## config.mk

```make
export PLATFORM = sky130hd
export DESIGN_NAME = bus_sync_tx
export DESIGN_NICKNAME = d
export VERILOG_FILES = /design/src/rtl/bus_sync_pkg.sv /design/src/rtl/bit_sync.sv /design/src/rtl/bus_sync_tx.sv
export SDC_FILE = /design/constraint.sdc
export NUM_CORES = 1
export LEC_CHECK = 0
export BUFFER_PORTS_ARGS = -buffer_cell sky130_fd_sc_hd__buf_2
export CAP_MARGIN = 20
export CORE_UTILIZATION = 40
export CTS_BUF_LIST = sky130_fd_sc_hd__clkbuf_8
export CTS_CLUSTER_SIZE = 30
export DETAILED_ROUTE_END_ITERATION = 10
export PLACE_DENSITY_LB_ADDON = 0.08
export SYNTH_ARGS = -nofsm -noshare
export SYNTH_HDL_FRONTEND = slang
export SYNTH_SLANG_ARGS = --single-unit
```

## constraint.sdc

```tcl
create_clock -name CLK -period 1.6 [get_ports CLK]
set_clock_uncertainty 0.15 [all_clocks]
set_input_delay 0.08 -clock CLK [delete_from_list [all_inputs] [get_ports CLK]]
set_output_delay 0.08 -clock CLK [all_outputs]
set_load 0.005 [all_outputs]
```

## src/rtl/bus_sync_pkg.sv

```systemverilog
// Shared definitions for the CDC bus handshake (transmitter and destination synchronizer).
// Provides the transmitter state encoding and default widths/stage counts.
// Pure declarations; no latency or backpressure of its own.
package bus_sync_pkg;

  // Defaults shared with the destination-side bus synchronizer.
  localparam int BUS_SYNC_BUS_WIDTH     = 8;
  localparam int BUS_SYNC_NUM_OF_STAGES = 2;

  typedef enum logic [1:0] {
    IDLE   = 2'd0,
    LAUNCH = 2'd1,
    HOLD   = 2'd2,
    GAP    = 2'd3
  } bus_sync_state_t;

  function automatic int max_int(input int a, input int b);
    return (a > b) ? a : b;
  endfunction

endpackage

```

## src/rtl/bit_sync.sv

```systemverilog
// Single-bit multi-flop synchronizer with synchronous active-high reset.
// Latency: NUM_OF_STAGES cycles of CLK from d to q.
// No backpressure; samples d every cycle.
//   CLK  in   destination clock for the synchronized bit
//   RST  in   synchronous active-high reset, clears every stage
//   d    in   asynchronous input bit
//   q    out  synchronized output bit
module bit_sync #(
  parameter int NUM_OF_STAGES = 2
) (
  input  logic CLK,
  input  logic RST,
  input  logic d,
  output logic q
);

  logic [NUM_OF_STAGES-1:0] sync;

  always_ff @(posedge CLK) begin
    if (RST) begin
      sync <= '0;
    end else begin
      sync <= {sync[NUM_OF_STAGES-2:0], d};
    end
  end

  assign q = sync[NUM_OF_STAGES-1];

endmodule

```

## src/rtl/bus_sync_tx.sv

```systemverilog
// Source-domain transmitter for the multi-bit CDC bus handshake: launches a held word, then a clean enable pulse.
// Latency: data on unsync_bus one cycle after accept; bus_enable rises one cycle later.
// Backpressure: in_ready only in IDLE; in_valid while not ready is ignored (no buffering).
// Optional feature macro: BUS_SYNC_TX_ACK_EN selects the four-phase ack handshake instead of timed HOLD/GAP.
//   CLK         in   source-domain clock
//   RST         in   synchronous active-high reset (aborts any transfer on that edge)
//   in_data     in   word to send
//   in_valid    in   in_data valid
//   in_ready    out  accept possible; transfer on edge where in_valid && in_ready
//   unsync_bus  out  held data towards the destination (registered)
//   bus_enable  out  level enable towards the destination (registered)
//   bus_ack     in   destination acknowledge, asynchronous; only used in ack mode
//   busy        out  high in every state except IDLE
module bus_sync_tx
  import bus_sync_pkg::*;
#(
  parameter int BUS_WIDTH     = BUS_SYNC_BUS_WIDTH,
  parameter int NUM_OF_STAGES = BUS_SYNC_NUM_OF_STAGES,
  parameter int HOLD_CYCLES   = 8,
  parameter int GAP_CYCLES    = 8
) (
  input  logic                 CLK,
  input  logic                 RST,
  input  logic [BUS_WIDTH-1:0] in_data,
  input  logic                 in_valid,
  output logic                 in_ready,
  output logic [BUS_WIDTH-1:0] unsync_bus,
  output logic                 bus_enable,
  input  logic                 bus_ack,
  output logic                 busy
);

  bus_sync_state_t      state, state_n;
  logic [BUS_WIDTH-1:0] bus_n;
  logic                 enable_n;

`ifdef BUS_SYNC_TX_ACK_EN
  logic ack_s;

  // Timed-mode parameters have no meaning with the handshake.
  localparam int unused_timing = HOLD_CYCLES + GAP_CYCLES;

  bit_sync #(
    .NUM_OF_STAGES(NUM_OF_STAGES)
  ) u_ack_sync (
    .CLK(CLK),
    .RST(RST),
    .d  (bus_ack),
    .q  (ack_s)
  );
`else
  localparam int CNT_W = $clog2(max_int(HOLD_CYCLES, GAP_CYCLES) + 1);

  logic [CNT_W-1:0] cnt, cnt_n;

  // The acknowledge is not part of the timed protocol.
  logic          unused_ack;
  localparam int unused_stages = NUM_OF_STAGES;
  assign unused_ack = bus_ack;
`endif

  always_ff @(posedge CLK) begin
    if (RST) begin
      state      <= IDLE;
      unsync_bus <= '0;
      bus_enable <= 1'b0;
`ifndef BUS_SYNC_TX_ACK_EN
      cnt        <= '0;
`endif
    end else begin
      state      <= state_n;
      unsync_bus <= bus_n;
      bus_enable <= enable_n;
`ifndef BUS_SYNC_TX_ACK_EN
      cnt        <= cnt_n;
`endif
    end
  end

  always_comb begin
    state_n  = state;
    bus_n    = unsync_bus;
    enable_n = bus_enable;
`ifndef BUS_SYNC_TX_ACK_EN
    cnt_n    = cnt;
`endif
    case (state)
      IDLE: begin
        // in_ready is only low in IDLE during reset, and reset wins in the register.
        if (in_valid) begin
          bus_n   = in_data;
          state_n = LAUNCH;
        end
      end
      LAUNCH: begin
        // Data has been stable for one cycle; now raise the enable.
        enable_n = 1'b1;
        state_n  = HOLD;
`ifndef BUS_SYNC_TX_ACK_EN
        cnt_n    = CNT_W'(HOLD_CYCLES - 1);
`endif
      end
      HOLD: begin
`ifdef BUS_SYNC_TX_ACK_EN
        if (ack_s) begin
          enable_n = 1'b0;
          state_n  = GAP;
        end
`else
        if (cnt == '0) begin
          enable_n = 1'b0;
          state_n  = GAP;
          cnt_n    = CNT_W'(GAP_CYCLES - 1);
        end else begin
          cnt_n = cnt - 1'b1;
        end
`endif
      end
      GAP: begin
`ifdef BUS_SYNC_TX_ACK_EN
        // Wait for the destination to release ack so the next word starts clean.
        if (!ack_s) begin
          state_n = IDLE;
        end
`else
        if (cnt == '0) begin
          state_n = IDLE;
        end else begin
          cnt_n = cnt - 1'b1;
        end
`endif
      end
      default: state_n = IDLE;
    endcase
  end

  assign in_ready = (state == IDLE) && !RST;
  assign busy     = (state != IDLE);

endmodule

```

# Word level (Yosys, flattened, before mapping)
# Cells that the tools add are included.
word_totals:
  latch_bits: 0
  n_memories: 0
  mem_bits_rw: 0
  inputBits: 12
  register_bits: 15
  word_cells: 32
  output_inout_bits: 11
  romBits: 0
classes:
  n_lt_le_gt_ge: 0
  n_mux: 9
  n_addsub: 1
  n_reduce_logical: 11
  n_div: 0
  n_shift: 0
  eq_ne: 7
  bitwise: 0
  mul: 0
ops:
  columns: ["op", "n"]
  rows:
  - ["$pmux 4 s3", 1]
  - ["$mux 4", 2]
  - ["$ne 2x2->1 const B", 4]
  - ["$pmux 2 s4", 1]
  - ["$mux 2", 3]
  - ["$reduce_and 2->1", 3]
  - ["$eq 2x2->1 const B", 2]
  - ["$logic_not 4->1", 1]
  - ["$reduce_bool 2->1", 2]
  - ["$sub 4x1->4 const B", 1]
  - ["$reduce_and 3->1", 1]
  - ["$reduce_bool 3->1", 1]
  - ["$eq 2x1->1 const B", 1]
  - ["$logic_not 2->1", 1]
  - ["$pmux 1 s2", 1]
  - ["$logic_and 1x1->1", 1]
  - ["$logic_not 1->1", 1]
  - ["$mux 1", 1]

# Logic depth before layout (Yosys ltp)
# Gate-level depths: netlist (run 1).
logic_depth:
  depth_word: 3
  ltp_mapped: 5

# Least setup slack after synthesis (run 1)
# No wires, ideal clock.
synth_timing:
  kind: "register -> register"
  start: "register cnt[0]"
  end: "register state[0]"
  path_slack_ns: -0.062
  n_path_buf: 0
  arrival_time_ns: 1.380
  stages_incl_launch_ff: 6
  path_cell_list: "dfxtp_1 > inv_1 > ha_1 > or3b_4 > a2111oi_4 > a2111oi_1"
synth_between:
  elab_chain_len: 3
synth_lines:
  columns: ["item", "line_no", "rtl"]
  rows:
  - ["start, declared", "bus_sync_tx.sv:54", "logic [CNT_W-1:0] cnt, cnt_n;"]
  - ["start signal, assigned", "bus_sync_tx.sv:75", "cnt <= cnt_n;"]
  - ["$logic_not 4->1 *", "bus_sync_tx.sv:110, bus_sync_tx.sv:126", null]
  - ["$ne 2x2->1 (no source line)", null, null]
  - ["$reduce_and 3->1 (no source line) *", null, null]
  - ["end signal, assigned", "bus_sync_tx.sv:71", "state <= state_n;"]
  - ["end, declared", "bus_sync_tx.sv:33", "bus_sync_state_t state, state_n;"]
# Mark *: on every way between the ends. The rest lies on a longest branch, timed or not.
# A chain may end at the register's enable or synchronous reset.

# Final worst setup path (run 1)
# Ends and elaborated chain as after synthesis.

==> results of run 1 <==
==> power breakdown <==
part | switching [mW] | internal (mW) | total, mW
combinational | 0.594 | 0.628 | 1.22
sequential | 0.0922 | 0.486 | 0.579
clock | 0.135 | 0.172 | 0.307
total | 0.822 | 1.29 | 2.11
==> cells by family (layout without fill, tap and decap cells) <==
| group | count (synthesis) | count (layout) | synth area share [%] |
|---|---|---|---|
| AOI/OAI and AO/OA | 22 | 22 | 21.4 |
| buffers and inverters | 11 | 53 | 5.65 |
| adders and majority gates | 6 | 6 | 9.97 |
| muxes | 1 | 1 | 1.33 |
| DFF | 15 | 15 | 39.9 |
| and+or+nand+nor | 31 | 31 | 21.8 |
==> worst max-delay path: stages, from the launching register on <==
cell and delay, ns:
dfxtp_2 0.33, inv_2 0.07, ha_4 0.15, or3b_4 0.41, a2111oi_4 0.29, a2111oi_1 0.08
==> cells in the final DEF, fill, tap and decap left out, types with 2 or more instances in the layout <==
cell type      instances
ha_2                   2
nand3_1                8
dfxtp_1               12
inv_2                  4
a21oi_1               10
nand2b_1               2
ha_1                   3
nor3_1                 2
dfxtp_2                3
buf_4                 12
inv_1                  3
buf_2                 21
clkbuf_8               3
nand2_1               10
dlygate4sd3_1          8
==> worst min-delay path by stage <==
stage / startpoint / to / cells after the start
6_report: in_valid / unsync_bus[3] / 3
5_1_grt: in_valid / unsync_bus[3] / 3
4_1_cts: in_valid / unsync_bus[3] / 3
3_5_place_dp: in_data[3] / unsync_bus[3] / 3
3_3_place_gp: in_data[0] / unsync_bus[0] / 3
2_1_floorplan: in_data[0] / unsync_bus[0] / 2
==> routing by layer <==
| layer | up-vias | wire length [um] | share of wire (%) | global-route usage (%) |
|---|---|---|---|---|
| met1 | 341 | 898 | 49 | 25.5 |
| li1 | 393 | - | - | - |
| met4 | 0 | 11 | 0.60 | 8.48 |
| met2 | 9 | 867 | 48 | 30.0 |
| met5 | - | 0 | 0 | 0 |
| met3 | 2 | 42 | 2.3 | 3.97 |
==> area by class of cell <==
type,count,area [um2],share of cell area (%)
inverters,7,26.3,2.28
flip-flops and latches,15,304,26.4
repair buffers,42,287,24.8
multi-input cells,60,459,39.8
clock inverters,1,5.00,0.434
well taps,25,31.3,2.71
clock buffers,3,41.3,3.58
==> sequential cells by signal (all words and copies together), names as in the netlist <==
signal,count
unsync_bus,8
cnt,4
state,2
bus_enable,1
==> what timing repair did <==
action | 4_1_cts | 5_1_grt
setup endpoints to repair | 5 | 6
cloned | 0 | 0
resized for setup | 5 | 12
pin swaps | 1 | 2
hold endpoints to repair | 8 | 0
setup buffers | 5 | 1
hold buffers | 8 | 0
==> through the flow <==
stage	TNS (ns)	hold slack, ns
2_1_floorplan	0	0.0775
3_3_place_gp	-0.0432	0.183
3_5_place_dp	-0.0836	0.191
4_1_cts	-0.00824	0.0341
5_1_grt	-0.0692	0.0510
6_report	-0.0162	0.0355
==> impl_metrics.toml, run 1 <==
[die]
die_w_um = 45.4
io_pins = 23
die_area_um2 = 2060
die_y_um = 45.4
start_util_pct = 43.2
core_area_um2 = 1750
rows = 15

[sta]
relSlewSlack_pct = 79.0
finalCritPeriodShare_pct = 101
setup_violations = 1
worst_pin_slew_ns = 0.314
fmax_mhz = 619
rsz0062_at_grt = "yes"
finalHoldViolCount = 0
setup_ws_ns = -0.0162
period_minus_slack_ns = 1.62
slew_violations = 0

[finish]
instances_no_fill = 153
fillCellCount = 159
fin_util_pct = 66.1
fin_nets = 147
syn_to_final_growth_pct = 53.2
antenna_cells = 0
drive_gt1_share_pct = 44.5
fin_area_um2 = 1150

[power]
leakage_nw = 0.511
p_total_mw = 2.11
ir_drop_mv = 1.12
p_per_area_nw_per_um2 = 1830

[placed_design]
placement.cell_area_um2 = 928
gp_congestion = 0.792
numPortBuffers = 21
dpl.cell_count = 135
dp.final_hpwl_um = 1170
post-place-ws_ns = -0.0658

[global_route]
grt_max_degree = 18
grt_pass1_vias = 711
grt_pass1_wl_um = 2930
grt.total_usage_pct = 19.3
grt-ovfl-total = 0
antenna_found_initial = 0

[status]
status = "finished, violations left"
failed_checks = "setup timing"

[clock_network]
numCtsBuffers = 3
worst_skew_pair.late_latency_ns = 0.24
htree_levels = 1
ctsLongestPathBuffers = 2
clk_pin_slew_ns = 0.06
cts.sinks = 15
cts_tree = "done"
cts-root-buf = "clkbuf_8"

[setup_path]
critPathCapture = "state[0]"
cp_max_fo = 4
cp-start-kind = "flop"
reg2reg_depth = 5
crit-reg2reg-launch = "cnt[0]"
crit-reg2reg-capture = "state[0]"
r2r_slack_ns = -0.02
startpoint = "cnt[0]"
crit_required_ns = 1.57
crit_path_end_kind = "flop"
path_class = "flop to flop"
arrival_ns = 1.58

[synth]
yosysSeqAreaShare_pct = 39.9
yosys_warnings = 0
synth_top_area_cell = "dfxtp_1"
synthArstFlopShare_pct = 0
yosysTopAreaCellShare_pct = 39.9
synth-main-ff-cell = "dfxtp_1"
ys_ff_latch = 15
synthTopCellsByCount = "dfxtp_1 (15), a21oi_1 (11), nand2_1 (10), nand3_1 (8), inv_1 (7)"
postSynthAreaPerCell_um2 = 8.76
yosysMostFrequentCell = "dfxtp_1"
syn_nets = 104
synth_area_leaders = "dfxtp_1 (40%), ha_1 (10%), a21oi_1 (7.3%)"
synth_cell_types = 28
synth_edf_count = 0
syn_inst = 86
synth_area_um2 = 753

[detailed_routing]
drtAntennaViolNets = 0
wirelength_um = 1820
via_count = 745
viasPerCell = 4.87
initialDrtViolationCount = 5
drc = 0
firstDrtPassIters = 4
post_drt_wl_per_cell_um = 11.9

[flow_run]
cap_violations = 0

[hold_path]
hold_class = "input port to flop"
No activity file was read; power rests on OpenSTA's default activity.
==> run 2, diff against run 1 <==
PLACE_DENSITY = 0.76   (was default)
PLACE_DENSITY_LB_ADDON = default   (was 0.08)
SETUP_SLACK_MARGIN = 0.5   (was default)
==> run 2 against run 1 <==
Effect of this change: the run still ends with setup timing left; critical endpoint unchanged; design area rose by 19%; global-route usage up 4.7 points; setup slack got worse by 0.0094 ns; largest cell class unchanged; final cell count rose by 5.9%.
==> impl_metrics.toml, run 2 (synthesis results as in run 1) <==
[detailed_routing]
via_count = 886
top_layer = "met4"
drc = 0
firstDrtPassIters = 4
initialDrtViolationCount = 17
post_drt_wl_per_cell_um = 15.3
wl_met2_um = 1300
drtAntennaViolNets = 0
viasPerCell = 5.47
route.met3.wl_um = 100
wl_met1_um = 956
wirelength_um = 2480

[finish]
reg_top3 = "unsync_bus (8), cnt (4), state (2)"
top_register = "unsync_bus"
syn_to_final_growth_pct = 81.6
antenna_cells = 0
drive_gt1_share_pct = 59.1
fin_nets = 156
largest_reg_flops = 8
fin_area_um2 = 1370
most-common-layout-cells = "buf_2 (20), buf_4 (15), dfxtp_1 (11)"
instances_no_fill = 162
mostFrequentLayoutCell = "buf_2"

[status]
status = "finished, violations left"
failed_checks = "setup timing"

[power]
internal_power_mw = 1.66
swShare_pct = 39.4
combinationalPowerShare_pct = 65.8
p_total_mw = 2.74
p_per_area_nw_per_um2 = 2000
power_frac_seq_pct = 23.0
clock_power_share_pct = 11.3
switchingPower_mw = 1.08
ir_drop_mv = 1.05
leakage_nw = 0.583

[clock_network]
clk_pin_slew_ns = 0.06
cts-root-buf = "clkbuf_8"
htree_levels = 1
numCtsBuffers = 3
cts_tree = "done"
worst_skew_pair.late_latency_ns = 0.25
cts.sinks = 15
ctsLongestPathBuffers = 2

[sta]
relSlewSlack_pct = 77.8
period_minus_slack_ns = 1.63
slew_violations = 0
setup_ws_ns = -0.0256
setup_violations = 1
fmax_mhz = 615
hold_ws_ns = 0.0681
finalCritPeriodShare_pct = 102
rsz0062_at_grt = "yes"
tns_ns = -0.0256
worst_pin_slew_ns = 0.333
finalHoldViolCount = 0

[setup_path]
crit_path_top_delay_cell = "or3b_4"
crit_path_end_kind = "flop"
r2r_slack_ns = -0.03
crit_family = "simple AND/OR/NAND/NOR gates"
slowest_delay_ns = 0.42
path_buf_inv = 1
worstPathCellList = "inv_2, ha_4, or3b_4, a2111oi_4, a2111oi_2"
arrival_ns = 1.59
path_class = "flop to flop"
cp_max_fo = 4
crit_required_ns = 1.57
cp-start-kind = "flop"

[die]
core_area_um2 = 1750
start_util_pct = 43.2
rows = 15
die_w_um = 45.4
die_area_um2 = 2060
die_y_um = 45.4
io_pins = 23

[hold_path]
hold_class = "input port to flop"

[global_route]
grt-ovfl-total = 0
grt_pass1_vias = 811
antenna_found_initial = 0
grt_pass1_wl_um = 3470
grt.total_usage_pct = 23.9
grt_max_degree = 18

[placed_design]
placement.cell_area_um2 = 1010
numPortBuffers = 21
dpl.cell_count = 131
dp.final_hpwl_um = 1350
gp_congestion = 0.703

[flow_run]
cap_violations = 0
==> run 2: changes by cell type in the layout (fill, tap and decap cells not counted), moves of 2 or more <==
cell     before  now
dfxtp_4       0    2
nand2_1      10    6
nand3_1       8    0
buf_6         1    8
ha_2          2    0
nand2_2       0    3
nand3_2       0    8
inv_2         4    2
ha_4          1    4
inv_4         0    2
buf_4        12   15
==> run 2: cell type report <==
type | instances | area (um2)
multi-input combinational | 60 | 562
timing repair buffer | 51 | 383
fill | 113 | 378
sequential | 15 | 310
clock buffer | 3 | 41.3
inverter | 7 | 36.3
tap | 25 | 31.3
clock inverter | 1 | 3.75
==> run 2: timing repair <==
action                                  CTS  global route
hold endpoints to repair                  8             0
gates cloned                              0             0
buffers inserted                         11             8
hold buffers                              8             0
endpoints found under the setup margin   17            17
pin swaps                                 6             8
gates resized for setup                  13            10
==> run 2: final timing paths <==
| kind | startpoint | endpoint | cells past startpoint |
|---|---|---|---|
| min | RST | unsync_bus[0] | 2 |
| max reg2reg | cnt[1] | state[0] | 5 |
| max | cnt[1] | state[0] | 5 |
| min reg2reg | unsync_bus[0] | unsync_bus[0] | 2 |
==> run 2: power groups by stage <==
stage	Clock, mW	Sequential, mW	Combinational [mW]
floorplan	0	0.610	0.857
global placement	0	0.617	1.00
detailed placement	0	0.625	1.05
CTS	0.306	0.615	1.44
global route	0.330	0.639	1.91
finish	0.308	0.629	1.80
==> run 2: metrics by stage <==
stage | setup slack (ns) | utilization (%)
after floorplan | 0.0734 | -
after global placement | 0.0358 | 58.0
after detailed placement | -0.00197 | 58.0
after CTS | 0.0124 | 72.5
after global routing | -0.0729 | 78.4
final | -0.0256 | 78.4
==> run 2: per-layer routing <==
layer	up-vias	track usage (%)
met5	-	0
li1	412	-
met3	12	5.95
met1	421	26.3
met2	41	43.4
met4	0	9.09
